[src/rtl/multicycle_control.sv]
// rtl/multicycle_control.sv - multi-cycle MIPS main control FSM with shared memory port handshake
module multicycle_control #(
    parameter logic [5:0] OP_RTYPE = 6'b000000,
    parameter logic [5:0] OP_LDI   = 6'b001111,
    parameter logic [5:0] OP_LW    = 6'b100011,
    parameter logic [5:0] OP_SW    = 6'b101011,
    parameter logic [5:0] OP_BEQ   = 6'b000100,
    parameter logic [5:0] OP_BNE   = 6'b000101,
    parameter logic [5:0] OP_J     = 6'b000010,
    parameter logic [5:0] ADD_FUNC = 6'b100000
) (
    input  logic       clock,
    input  logic       reset,
    input  logic [5:0] opcode,
    input  logic [5:0] funct,
    input  logic       mem_ready,
    input  logic       alu_zero,
    output logic       mem_req,
    output logic       mem_we,
    output logic       iord,
    output logic       ir_write,
    output logic       pc_write,
    output logic [1:0] pc_src,
    output logic       reg_write,
    output logic       reg_dst,
    output logic       mem_to_reg,
    output logic       alu_src_b,
    output logic [2:0] ALUOp,
    output logic [5:0] operation,
    output logic [3:0] state,
    output logic       illegal
);

    typedef enum logic [3:0] {
        S_FETCH    = 4'd0,
        S_DECODE   = 4'd1,
        S_EXEC_R   = 4'd2,
        S_EXEC_LDI = 4'd3,
        S_ADDR     = 4'd4,
        S_MEM_RD   = 4'd5,
        S_MEM_WR   = 4'd6,
        S_WB_ALU   = 4'd7,
        S_WB_MEM   = 4'd8,
        S_BRANCH   = 4'd9,
        S_JUMP     = 4'd10,
        S_HALT     = 4'd11
    } state_t;

    state_t cur;
    state_t nxt;

    always_ff @(posedge clock or posedge reset) begin
        if (reset) begin
            cur     <= S_FETCH;
            illegal <= 1'b0;
        end else begin
            cur <= nxt;
            if (cur == S_DECODE && nxt == S_HALT) begin
                illegal <= 1'b1;
            end
        end
    end

    assign state = cur;

    always_comb begin
        nxt        = cur;
        mem_req    = 1'b0;
        mem_we     = 1'b0;
        iord       = 1'b0;
        ir_write   = 1'b0;
        pc_write   = 1'b0;
        pc_src     = 2'b00;
        reg_write  = 1'b0;
        reg_dst    = 1'b0;
        mem_to_reg = 1'b0;
        alu_src_b  = 1'b0;
        ALUOp      = 3'b000;
        operation  = 6'b000000;

        case (cur)
            S_FETCH: begin
                mem_req = 1'b1;
                if (mem_ready) begin
                    ir_write = 1'b1;
                    pc_write = 1'b1;
                    nxt      = S_DECODE;
                end
            end
            S_DECODE: begin
                case (opcode)
                    OP_RTYPE:      nxt = S_EXEC_R;
                    OP_LDI:        nxt = S_EXEC_LDI;
                    OP_LW, OP_SW:  nxt = S_ADDR;
                    OP_BEQ, OP_BNE: nxt = S_BRANCH;
                    OP_J:          nxt = S_JUMP;
                    default:       nxt = S_HALT;
                endcase
            end
            S_EXEC_R: begin
                operation = funct;
                nxt       = S_WB_ALU;
            end
            S_EXEC_LDI: begin
                ALUOp     = 3'b011;
                alu_src_b = 1'b1;
                nxt       = S_WB_ALU;
            end
            S_WB_ALU: begin
                // IR is stable for the whole instruction, so opcode tells R-type from LDI here
                reg_write = 1'b1;
                if (opcode == OP_LDI) begin
                    ALUOp = 3'b011;
                end else begin
                    reg_dst   = 1'b1;
                    operation = funct;
                end
                nxt = S_FETCH;
            end
            S_ADDR: begin
                operation = ADD_FUNC;
                alu_src_b = 1'b1;
                nxt       = (opcode == OP_SW) ? S_MEM_WR : S_MEM_RD;
            end
            S_MEM_RD: begin
                mem_req = 1'b1;
                iord    = 1'b1;
                if (mem_ready) nxt = S_WB_MEM;
            end
            S_MEM_WR: begin
                mem_req = 1'b1;
                mem_we  = 1'b1;
                iord    = 1'b1;
                if (mem_ready) nxt = S_FETCH;
            end
            S_WB_MEM: begin
                reg_write  = 1'b1;
                mem_to_reg = 1'b1;
                nxt        = S_FETCH;
            end
            S_BRANCH: begin
                // ALU produces zero when the branch condition holds
                ALUOp = (opcode == OP_BNE) ? 3'b101 : 3'b100;
                if (alu_zero) begin
                    pc_write = 1'b1;
                    pc_src   = 2'b01;
                end
                nxt = S_FETCH;
            end
            S_JUMP: begin
                pc_write = 1'b1;
                pc_src   = 2'b10;
                nxt      = S_FETCH;
            end
            S_HALT: begin
                nxt = S_HALT;
            end
            default: begin
                nxt = S_FETCH;
            end
        endcase

        // Asserting reset abandons any outstanding memory request immediately
        if (reset) begin
            mem_req    = 1'b0;
            mem_we     = 1'b0;
            iord       = 1'b0;
            ir_write   = 1'b0;
            pc_write   = 1'b0;
            pc_src     = 2'b00;
            reg_write  = 1'b0;
            reg_dst    = 1'b0;
            mem_to_reg = 1'b0;
            alu_src_b  = 1'b0;
            ALUOp      = 3'b000;
            operation  = 6'b000000;
        end
    end

endmodule

[config.mk]
export PLATFORM = sky130hd
export DESIGN_NAME = multicycle_control
export DESIGN_NICKNAME = d
export VERILOG_FILES = /design/src/rtl/multicycle_control.sv
export SDC_FILE = /design/constraint.sdc
export NUM_CORES = 1
export LEC_CHECK = 0
export CORE_MARGIN = 5
export CORE_UTILIZATION = 41
export CTS_CLUSTER_SIZE = 16
export DETAILED_ROUTE_END_ITERATION = 10
export DONT_BUFFER_PORTS = 1
export PLACE_DENSITY = 0.66
export SYNTH_ARGS = -nofsm -noshare
export SYNTH_HDL_FRONTEND = slang
export SYNTH_SLANG_ARGS = --single-unit
[constraint.sdc]
create_clock -name clock -period 1.62 [get_ports clock]
set_input_delay 0.324 -clock clock [delete_from_list [all_inputs] [get_ports clock]]
set_output_delay 0.324 -clock clock [all_outputs]
set_load 0.01 [all_outputs]
==> impl_metrics.json, run 1 <==
{
  "status": "finished with violations",
  "violations": "setup timing",
  "fin_skew_ns": 0.0006584,
  "routedWlPerCell_um": 19.20,
  "num_io_pins": 41,
  "synthAdderAreaFrac_pct": 1.452,
  "clk_pin_slew_ns": 0.04,
  "slew_violations": 0,
  "cts_inserted_buffers": 3,
  "place_hpwl_um": 1717,
  "vias": 945,
  "drc_errors": 0,
  "cts_sinks": 5,
  "synth_cell_type_count": 40,
  "crit_path_max_fanout": 7,
  "cap_violations": 0,
  "min_path_cells": 3,
  "diodes": 0,
  "synth_area_um2": 689.4,
  "critPathLaunchType": "flip-flop",
  "place_area_um2": 845.8,
  "drive_gt1_share_pct": 45.24,
  "p_leak_nw": 0.4384,
  "first_global_vias": 829,
  "grtUsageMet3_pct": 6.395,
  "cts_root_buffer": "clkbuf_4",
  "power_frac_seq_pct": 13.8,
  "whs_ns": 0.4165,
  "end_kind": "output pin",
  "r2r_cells": 5,
  "syn_inst": 100,
  "wirelength_um": 2726,
  "max_slew_margin_pct": 73.18,
  "grt.overflow.total": 0,
  "initial_core_util_pct": 44.22,
  "period_needed_ns": 1.839,
  "power_frac_comb_pct": 79.4,
  "muxShareOfSynthArea_pct": 0,
  "cts_tree": "built",
  "netSwitchingPower_mw": 0.9307,
  "final_area_um2": 1091,
  "hold_class": "primary input to flip-flop",
  "io_buffers": 0,
  "fin_cells": 142,
  "finalCritPeriodShare_pct": 113.5,
  "gr-usage-met1_pct": 18.58,
  "fp.dieArea_um2": 2602,
  "synth_top_family_by_area": "simple AND/OR/NAND/NOR gates",
  "vdd_drop_max_v": 0.001275,
  "synth_compound_area_share_pct": 25.59,
  "finalSetupViolations": 21,
  "grt_usage_pct": 17.68,
  "fin_nets": 143,
  "dpl.cell_count": 130,
  "power_switching_share_pct": 46.24,
  "use_met2_pct": 32.40,
  "yosys.area_share.xor_xnor_pct": 0,
  "grt_pass1_wl_um": 3588,
  "p_per_area_nw_per_um2": 1845,
  "synth_seq_area_share_pct": 18.15,
  "via_per_inst": 6.655,
  "path_class": "flip-flop to output pin",
  "dieWidth_um": 51.01,
  "yosys.area_share.simple_pct": 47.73,
  "worst_slack_ns": -0.2193,
  "die_h_um": 51.01,
  "rsz0062_at_grt": "true",
  "post-place-ws_ns": -0.1737,
  "async_reset_ff_share_pct": 100.0,
  "synth_edf_count": 0,
  "clockBufferDepth": 2,
  "routabilityCongestion": 0.7804,
  "coreArea_um2": 1559,
  "cp.required_ns": 1.30,
  "crit_arrival_ns": 1.52,
  "hold_violations": 0,
  "final_core_utilization_pct": 69.98,
  "power_frac_clock_pct": 6.9,
  "firstDrtPassIters": 5,
  "area_growth_pct": 58.26,
  "drt_iter0_markers": 28,
  "clock_latency_ns": 0.23,
  "antenna_found_initial": 0,
  "syn-num-nets": 116,
  "intPower_mw": 1.082,
  "fmax_ghz": 0.5437,
  "grt_max_degree": 18,
  "rows": 14,
  "worst_pin_slew_ns": 0.3922,
  "ys_ff_latch": 5,
  "htree_levels": 1,
  "synth_ff_type": "dfrtp_1",
  "ant_nets": 0,
  "synth_warnings": 0,
  "grt.busiest_layer": "met2",
  "avgSynthCellArea_um2": 6.894
}
layout make-up:
type	count	area (um2)
Clock buffer	4	26.28
Multi-Input combinational cell	85	620.6
Tap cell	16	20.02
Inverter	4	15.01
Sequential cell	5	127.6
Timing Repair Buffer	28	281.5
Fill cell	118	467.9
timing repair:
item	4_1_cts	5_1_grt
buffers inserted	2	3
endpoints found under the setup margin	20	22
hold endpoints to repair	5	0
hold buffers	1	0
cloned	1	1
pin swaps	5	7
gates resized for setup	19	14
through the flow:
| stage | total power [mW] | TNS [ns] |
|---|---|---|
| 3_5_place_dp | 1.358 | -0.2198 |
| 5_1_grt | 2.140 | -4.559 |
| 3_3_place_gp | 1.336 | -0.2193 |
| 6_report | 2.013 | -2.534 |
| 4_1_cts | 1.734 | -2.236 |
| 2_1_floorplan | 0.9941 | -0.1034 |
sequential cells by signal, indices dropped and copies added, names as in the netlist:
register,cells
illegal,1
state,4
final timing paths:
check / endpoint / start / slack (ns)
setup / recovery: mem_req / state[0] / -0.22
hold / removal: state[1] / opcode[4] / 0.42
setup reg to reg: illegal / state[0] / -0.18
hold reg to reg: illegal / illegal / 0.54
max in group asynchronous: state[1] / reset / 0.99
min in group asynchronous: state[3] / reset / 0.46
synthesized netlist by cell type, drive strengths merged (2+ instances only):
library cell,count,area share (%)
buf,2,2.7
nand2b,3,2.7
o21ai,3,2.2
nand3,4,2.9
nand2,8,4.4
dfrtp,5,18
nor3,6,4.4
or4b,2,2.9
nand3b,2,2.2
a21oi,4,2.9
o211ai,3,4.0
and3,2,2.0
a2111oi,3,3.8
nor4,4,3.6
inv,4,2.2
a31oi,2,1.8
a21boi,2,2.2
nor2,15,8.2
and2,5,4.5
or3,2,1.8
clkbuf,4,2.2
cell usage in the layout (no fill, tap or decap), types with 3 or more instances in the layout:
| cell | synthesis | final |
|---|---|---|
| buf_6 | 1 | 3 |
| nand3_1 | 4 | 3 |
| and2_1 | 5 | 4 |
| dfrtp_1 | 5 | 3 |
| buf_4 | 1 | 20 |
| nor2_1 | 15 | 8 |
| clkbuf_4 | 0 | 3 |
| a21oi_1 | 4 | 3 |
| nor2_2 | 0 | 5 |
| nor3_1 | 6 | 4 |
| inv_1 | 3 | 3 |
| nand2_1 | 8 | 7 |
| nand2b_1 | 3 | 3 |
cells by family after synthesis:
group | after synthesis
compound gates | 24
fa+ha+maj | 1
buf+inv | 10
flops | 5
simple gates | 60
metal layers:
layer / vias up / share of wire [%]
li1: 428 / -
met1: 444 / 37
met2: 63 / 48
met4: 0 / 2.8
met5: - / 0
met3: 10 / 12
worst max-delay path, stage by stage (launching register included):
cell and delay, ns:
dfrtp_2 0.46, inv_2 0.07, nor2_1 0.14, nor2_1 0.09, a2111oi_2 0.33, buf_4 0.18
power by group through the flow:
stage	sequential, mW	clock (mW)	combinational [mW]
2_1_floorplan	0.280	0	0.714
3_3_place_gp	0.256	0	1.08
3_5_place_dp	0.258	0	1.10
4_1_cts	0.266	0.145	1.32
5_1_grt	0.285	0.166	1.69
6_report	0.277	0.138	1.60
Note: power is estimated with default switching activity, not from simulation.
==> run 2: changes to the inputs <==
--- a/config.mk
+++ b/config.mk
@@ -5,11 +5,12 @@
 export SDC_FILE = /design/constraint.sdc
 export NUM_CORES = 1
 export LEC_CHECK = 0
-export CORE_MARGIN = 5
+export CORE_MARGIN = 2
 export CORE_UTILIZATION = 41
 export CTS_CLUSTER_SIZE = 16
 export DETAILED_ROUTE_END_ITERATION = 10
 export DONT_BUFFER_PORTS = 1
+export MAX_ROUTING_LAYER = met4
 export PLACE_DENSITY = 0.66
 export SYNTH_ARGS = -nofsm -noshare
 export SYNTH_HDL_FRONTEND = slang
==> run 2 against run 1 <==
  * The flow still finishes with violations (setup timing)
  * Clock skew up 0.0077 ns
  * Clock-buffer cell count down 1
  * Fmax down 5.9%
  * Sequential power up 4%
  * Die area down 22%
  * First-iteration DRC count up 3.6%
  * Register-to-register slack worse by 0.07 ns
  * Sequential share of layout area down 1.5 points
  * Flip-flop and latch count unchanged
  * Critical path depth up 1
  * Critical endpoint is now operation[5]
==> impl_metrics.json, run 2 (synthesis gave the netlist of run 1 again) <==
{
  "status": "finished with violations",
  "violations": "setup timing",
  "end_kind": "output pin",
  "vdd_drop_max_v": 0.001344,
  "final_core_utilization_pct": 81.57,
  "finalSetupViolations": 22,
  "place_area_um2": 910.9,
  "crit_path_max_fanout": 7,
  "finalCritPeriodShare_pct": 120.7,
  "max_slew_margin_pct": 67.56,
  "first_global_vias": 897,
  "htree_levels": 1,
  "worst-path-buf-inv": 2,
  "clock_latency_ns": 0.25,
  "final_area_um2": 1257,
  "largest_reg_flops": 4,
  "slowest_delay_ns": 0.49,
  "final_cell_mix": "30 x buf_4, 7 x nand2_1, 6 x nor2_4, 6 x buf_6",
  "routabilityCongestion": 0.8457,
  "io_buffers": 0,
  "fin_cells": 153,
  "seqCellArea_um2": 127.6,
  "grt_usage_pct": 28.09,
  "drive_gt1_share_pct": 64.96,
  "cp_num_cells": 6,
  "antenna_found_initial": 0,
  "coreArea_um2": 1541,
  "cts_sinks": 5,
  "crit_arrival_ns": 1.63,
  "via_per_inst": 6.484,
  "cp.required_ns": 1.30,
  "fin_nets": 154,
  "vias": 992,
  "p_leak_nw": 0.4918,
  "cts_tree": "built",
  "place_hpwl_um": 1760,
  "num_io_pins": 41,
  "slowest_stage": "dfrtp_2",
  "p_per_area_nw_per_um2": 1833,
  "slew_violations": 0,
  "area_growth_pct": 82.40,
  "cts_inserted_buffers": 3,
  "grt_max_degree": 13,
  "cap_violations": 0,
  "path_delay_family": "flip-flops",
  "path_class": "flip-flop to output pin",
  "power.total_mw": 2.305,
  "die_h_um": 45.01,
  "fp.dieArea_um2": 2025,
  "num-fill-cells": 94,
  "grt.overflow.total": 0,
  "layout_commonest_cell": "buf_4",
  "r2r_slack_ns": -0.25,
  "firstDrtPassIters": 6,
  "drt_iter0_markers": 29,
  "worst_slack_ns": -0.3353,
  "fmax_ghz": 0.5114,
  "clk_pin_slew_ns": 0.06,
  "r2r_cells": 5,
  "rsz0062_at_grt": "true",
  "critPathLaunchType": "flip-flop",
  "multi_input_area_um2": 729.5,
  "rows": 14,
  "drc_errors": 0,
  "cts_root_buffer": "clkbuf_4",
  "ant_nets": 0,
  "hold_violations": 0,
  "clockBufferDepth": 2,
  "grt_pass1_wl_um": 3926,
  "fin_setup_tns_ns": -3.395,
  "hold_class": "primary input to async pin",
  "dpl.cell_count": 137,
  "whs_ns": 0.4260,
  "fin_skew_ns": 0.008321,
  "period_needed_ns": 1.955,
  "initial_core_util_pct": 44.72,
  "wirelength_um": 2952,
  "routedWlPerCell_um": 19.29,
  "worst_pin_slew_ns": 0.4743,
  "diodes": 0,
  "path_cells": "buf_6 -> and3_4 -> o31a_1 -> o21ai_2 -> a21boi_2 -> buf_4",
  "post-place-ws_ns": -0.1804,
  "dieWidth_um": 45.01
}
## run 2: cell count changes in the layout (fill, tap and decap cells not counted), sizes merged
cell,previous run,this run
clkbuf,5,3
bufbuf,1,0
buf,25,38
clkinv,0,1
## run 2: area by class of cell
cell class,count,share of cell area [%]
inverter,4,1.194
sequential,5,10.15
tap,16,1.592
clock inverter,1,0.3980
multi-input combinational,85,58.01
clock buffer,3,1.791
timing repair buffer,39,26.87
## run 2: where the power goes
group / internal, mW / leakage (nW) / switching (mW)
Clock: 0.0898 / 0.0177 / 0.0599
Combinational: 0.939 / 0.418 / 0.928
Sequential: 0.187 / 0.0561 / 0.102
## run 2: path summary, 6_finish.rpt
path,from,end
worst max-delay path,state[0],operation[5]
worst min-delay path,reset,state[3]
worst max register to register,state[0],illegal
worst min register to register,illegal,illegal
max in group asynchronous,reset,state[1]
min in group clock,mem_ready,state[2]
## run 2: worst reg2reg max path: cells and delay by family (launching register included)
kind                   cells  cell delay [ns]
AOI/OAI and AO/OA          2             0.28
and+or+nand+nor            2             0.88
DFF                        1             0.49
buffers and inverters      1             0.15
## run 2: routing by layer
metal | vias up | GRT usage [%] | share of wire, % | routed length (um)
met3 | 19 | 4.400 | 7.2 | 212
met5 | - | - | 0 | 0
met1 | 464 | 27.90 | 35 | 1042
li1 | 451 | - | - | -
met2 | 58 | 51.71 | 53 | 1575
met4 | 0 | 14.71 | 4.1 | 122
## run 2: repair_timing
item                                   CTS  global route
setup buffers                            6             5
gates resized for setup                 38            22
setup endpoints to repair               21            23
gates cloned                             0             0
endpoints found under the hold margin    5             0
hold buffers                             1             0
pin swaps                               11             9
==> run 3: changes to the inputs <==
--- a/config.mk
+++ b/config.mk
@@ -5,11 +5,13 @@
 export SDC_FILE = /design/constraint.sdc
 export NUM_CORES = 1
 export LEC_CHECK = 0
+export ABC_AREA = 1
 export CORE_MARGIN = 2
 export CORE_UTILIZATION = 41
 export CTS_CLUSTER_SIZE = 16
 export DETAILED_ROUTE_END_ITERATION = 10
 export DONT_BUFFER_PORTS = 1
+export GPL_TIMING_DRIVEN = 0
 export MAX_ROUTING_LAYER = met4
 export PLACE_DENSITY = 0.66
 export SYNTH_ARGS = -nofsm -noshare
==> run 3 against run 2 <==
  * Wire length fell by 36%
  * Cell area fell by 26%
  * Critical endpoint is now ALUOp[0]
  * Total power fell by 41%
  * Hold slack got worse by 0.18 ns
  * Clock skew fell by 0.0055 ns
  * The flow still finishes with violations (setup timing)
  * Non-clock buffer count fell by 33
==> impl_metrics.json, run 3 <==
{
  "num_io_pins": 41,
  "firstDrtPassIters": 4,
  "synth_top_area_share_pct": 18.45,
  "synth_warnings": 0,
  "path_class": "flip-flop to output pin",
  "cap_violations": 0,
  "cts_inserted_buffers": 3,
  "clock_latency_ns": 0.24,
  "grt.overflow.total": 0,
  "hold_class": "primary input to flip-flop",
  "worst_pin_slew_ns": 0.6602,
  "syn-num-nets": 130,
  "clockBufferDepth": 2,
  "dieWidth_um": 44.67,
  "drive_gt1_share_pct": 51.22,
  "via_per_inst": 5.568,
  "layout_commonest_cell": "nor2_1",
  "max_slew_margin_pct": 55.99,
  "syn_inst": 114,
  "async_reset_ff_share_pct": 100.0,
  "r2r-start": "state[3]",
  "synth_cell_type_count": 24,
  "vdd_drop_max_v": 0.0004601,
  "r2r_cells": 10,
  "grt_max_degree": 11,
  "final_area_um2": 934.6,
  "violations": "setup timing",
  "avgSynthCellArea_um2": 5.949,
  "period_needed_ns": 1.779,
  "p_per_area_nw_per_um2": 1444,
  "wirelength_um": 1889,
  "synth_ff_type": "dfrtp_1",
  "routabilityCongestion": 0.8683,
  "synthMostInstantiatedCell": "nor2_1",
  "rows": 14,
  "fp.dieArea_um2": 1995,
  "worst_slack_ns": -0.1591,
  "htree_levels": 1,
  "crit_path_end": "ALUOp[0]",
  "initial_core_util_pct": 44.50,
  "clk_pin_slew_ns": 0.04,
  "status": "finished with violations",
  "synth_edf_count": 0,
  "cts_root_buffer": "clkbuf_4",
  "finalCritPeriodShare_pct": 109.8,
  "crit_arrival_ns": 1.46,
  "slew_violations": 0,
  "coreArea_um2": 1524,
  "end_kind": "output pin",
  "fmax_ghz": 0.5621,
  "ys_ff_latch": 5,
  "critPathLaunchType": "flip-flop",
  "diodes": 0,
  "ant_nets": 0,
  "r2r_slack_ns": 0.16,
  "cts_sinks": 5,
  "crit_path_max_fanout": 3,
  "routedWlPerCell_um": 13.59,
  "drc_errors": 0,
  "rr_endpoint": "illegal",
  "grt_pass1_wl_um": 2760,
  "fin_skew_ns": 0.002864,
  "p_leak_nw": 0.3929,
  "antenna_found_initial": 0,
  "yosys-top-cells-area": "dfrtp_1 18%, nor2_1 14%, nand2_1 9.4%, nand2_2 8.3%, inv_1 7.7%",
  "largest_reg_flops": 4,
  "critPathLaunch": "state[3]",
  "hold_violations": 0,
  "place_hpwl_um": 1340,
  "synth_seq_area_share_pct": 18.45,
  "finalSetupViolations": 15,
  "rsz0062_at_grt": "true",
  "synth_top_area_cell": "dfrtp_1",
  "fin_nets": 140,
  "io_buffers": 0,
  "place_area_um2": 698.2,
  "ys_top_cells_by_count": "26 x nor2_1, 17 x nand2_1, 14 x inv_1, 9 x nand2_2, 7 x inv_2",
  "cts_tree": "built",
  "first_global_vias": 690,
  "drt_iter0_markers": 20,
  "power.total_mw": 1.350,
  "die_h_um": 44.67,
  "cp.required_ns": 1.30,
  "synth_area_um2": 678.2,
  "vias": 774,
  "final_cell_mix": "19 x nor2_1, 15 x nand2_1, 13 x inv_1",
  "area_growth_pct": 37.82,
  "grt_usage_pct": 19.52
}
[run 3: cell count changes after synthesis, moves of 6 or more]
cell     before  now
inv_1         3   14
nor2_2        0    6
nand2_2       0    9
nand2_1       8   17
nor2_1       15   26
inv_2         1    7
[run 3: power breakdown]
| part | leakage (nW) | internal (mW) | total [mW] | switching, mW |
|---|---|---|---|---|
| clock network | 0.0150 | 0.0930 | 0.143 | 0.0499 |
| registers | 0.0538 | 0.183 | 0.272 | 0.0892 |
| logic | 0.324 | 0.327 | 0.935 | 0.608 |
| total | 0.393 | 0.603 | 1.35 | 0.747 |
[run 3: how the worst min path moves through the flow]
stage / start / endpoint / slack, ns / cells after the start
after floorplan: reset / illegal / 0.1 / 1
after global placement: reset / state[2] / 0.12 / 1
after detailed placement: reset / state[2] / 0.12 / 1
after CTS: mem_ready / state[3] / 0.24 / 2
after global routing: mem_ready / state[3] / 0.24 / 2
final: mem_ready / state[3] / 0.25 / 2
[run 3: cell type report]
cell class                 count  area, um2
fill                         136      589.3
sequential                     5      130.1
inverter                      21      78.83
timing repair buffer           5      56.30
tap                           16      20.02
multi-input combinational     87      619.3
buffer                         1      3.754
clock buffer                   4      26.28
[run 3: kinds of logic (layout without fill, tap and decap cells)]
group	count (synthesis)	count (layout)	synth area share, %
compound gates	12	12	11.07
flops	5	5	18.45
simple gates	75	75	58.30
buf+inv	22	31	12.18
[run 3: worst max-delay path, stage by stage, from the launching register on]
cell	delay, ns
dfrtp_2	0.43
inv_2	0.11
nand2_4	0.08
nor2_4	0.17
buf_6	0.12
a31oi_4	0.08
a21oi_2	0.21
[run 3: timing repair]
| item | in CTS | in global routing |
|---|---|---|
| hold endpoints to repair | 5 | 0 |
| setup buffers | 0 | 4 |
| endpoints found under the setup margin | 16 | 16 |
| hold buffers | 1 | 0 |
| pin swaps | 1 | 5 |
| gates resized for setup | 28 | 13 |
[run 3: metrics by stage]
stage | setup TNS [ns] | instances | hold WS [ns] | worst slack [ns] | utilization, %
global route | -2.697 | 139 | 0.2371 | -0.2289 | 61.33
global placement | -0.03215 | 130 | 0.1197 | -0.03215 | 45.81
detailed placement | -0.05264 | 130 | 0.1204 | -0.05264 | 45.81
finish | -1.667 | 139 | 0.2477 | -0.1591 | 61.33
CTS | -1.004 | 135 | 0.2391 | -0.1305 | 55.09
floorplan | 0 | 114 | 0.09746 | 0.05610 | -
[run 3: layer usage]
layer	part of all wire, %	GRT usage [%]	vias up	wire length (um)
met3	8.8	6.939	2	166
met2	52	31.88	40	983
met5	0	-	-	0
met4	0.74	7.273	0	14
met1	38	21.59	357	724
li1	-	-	375	-
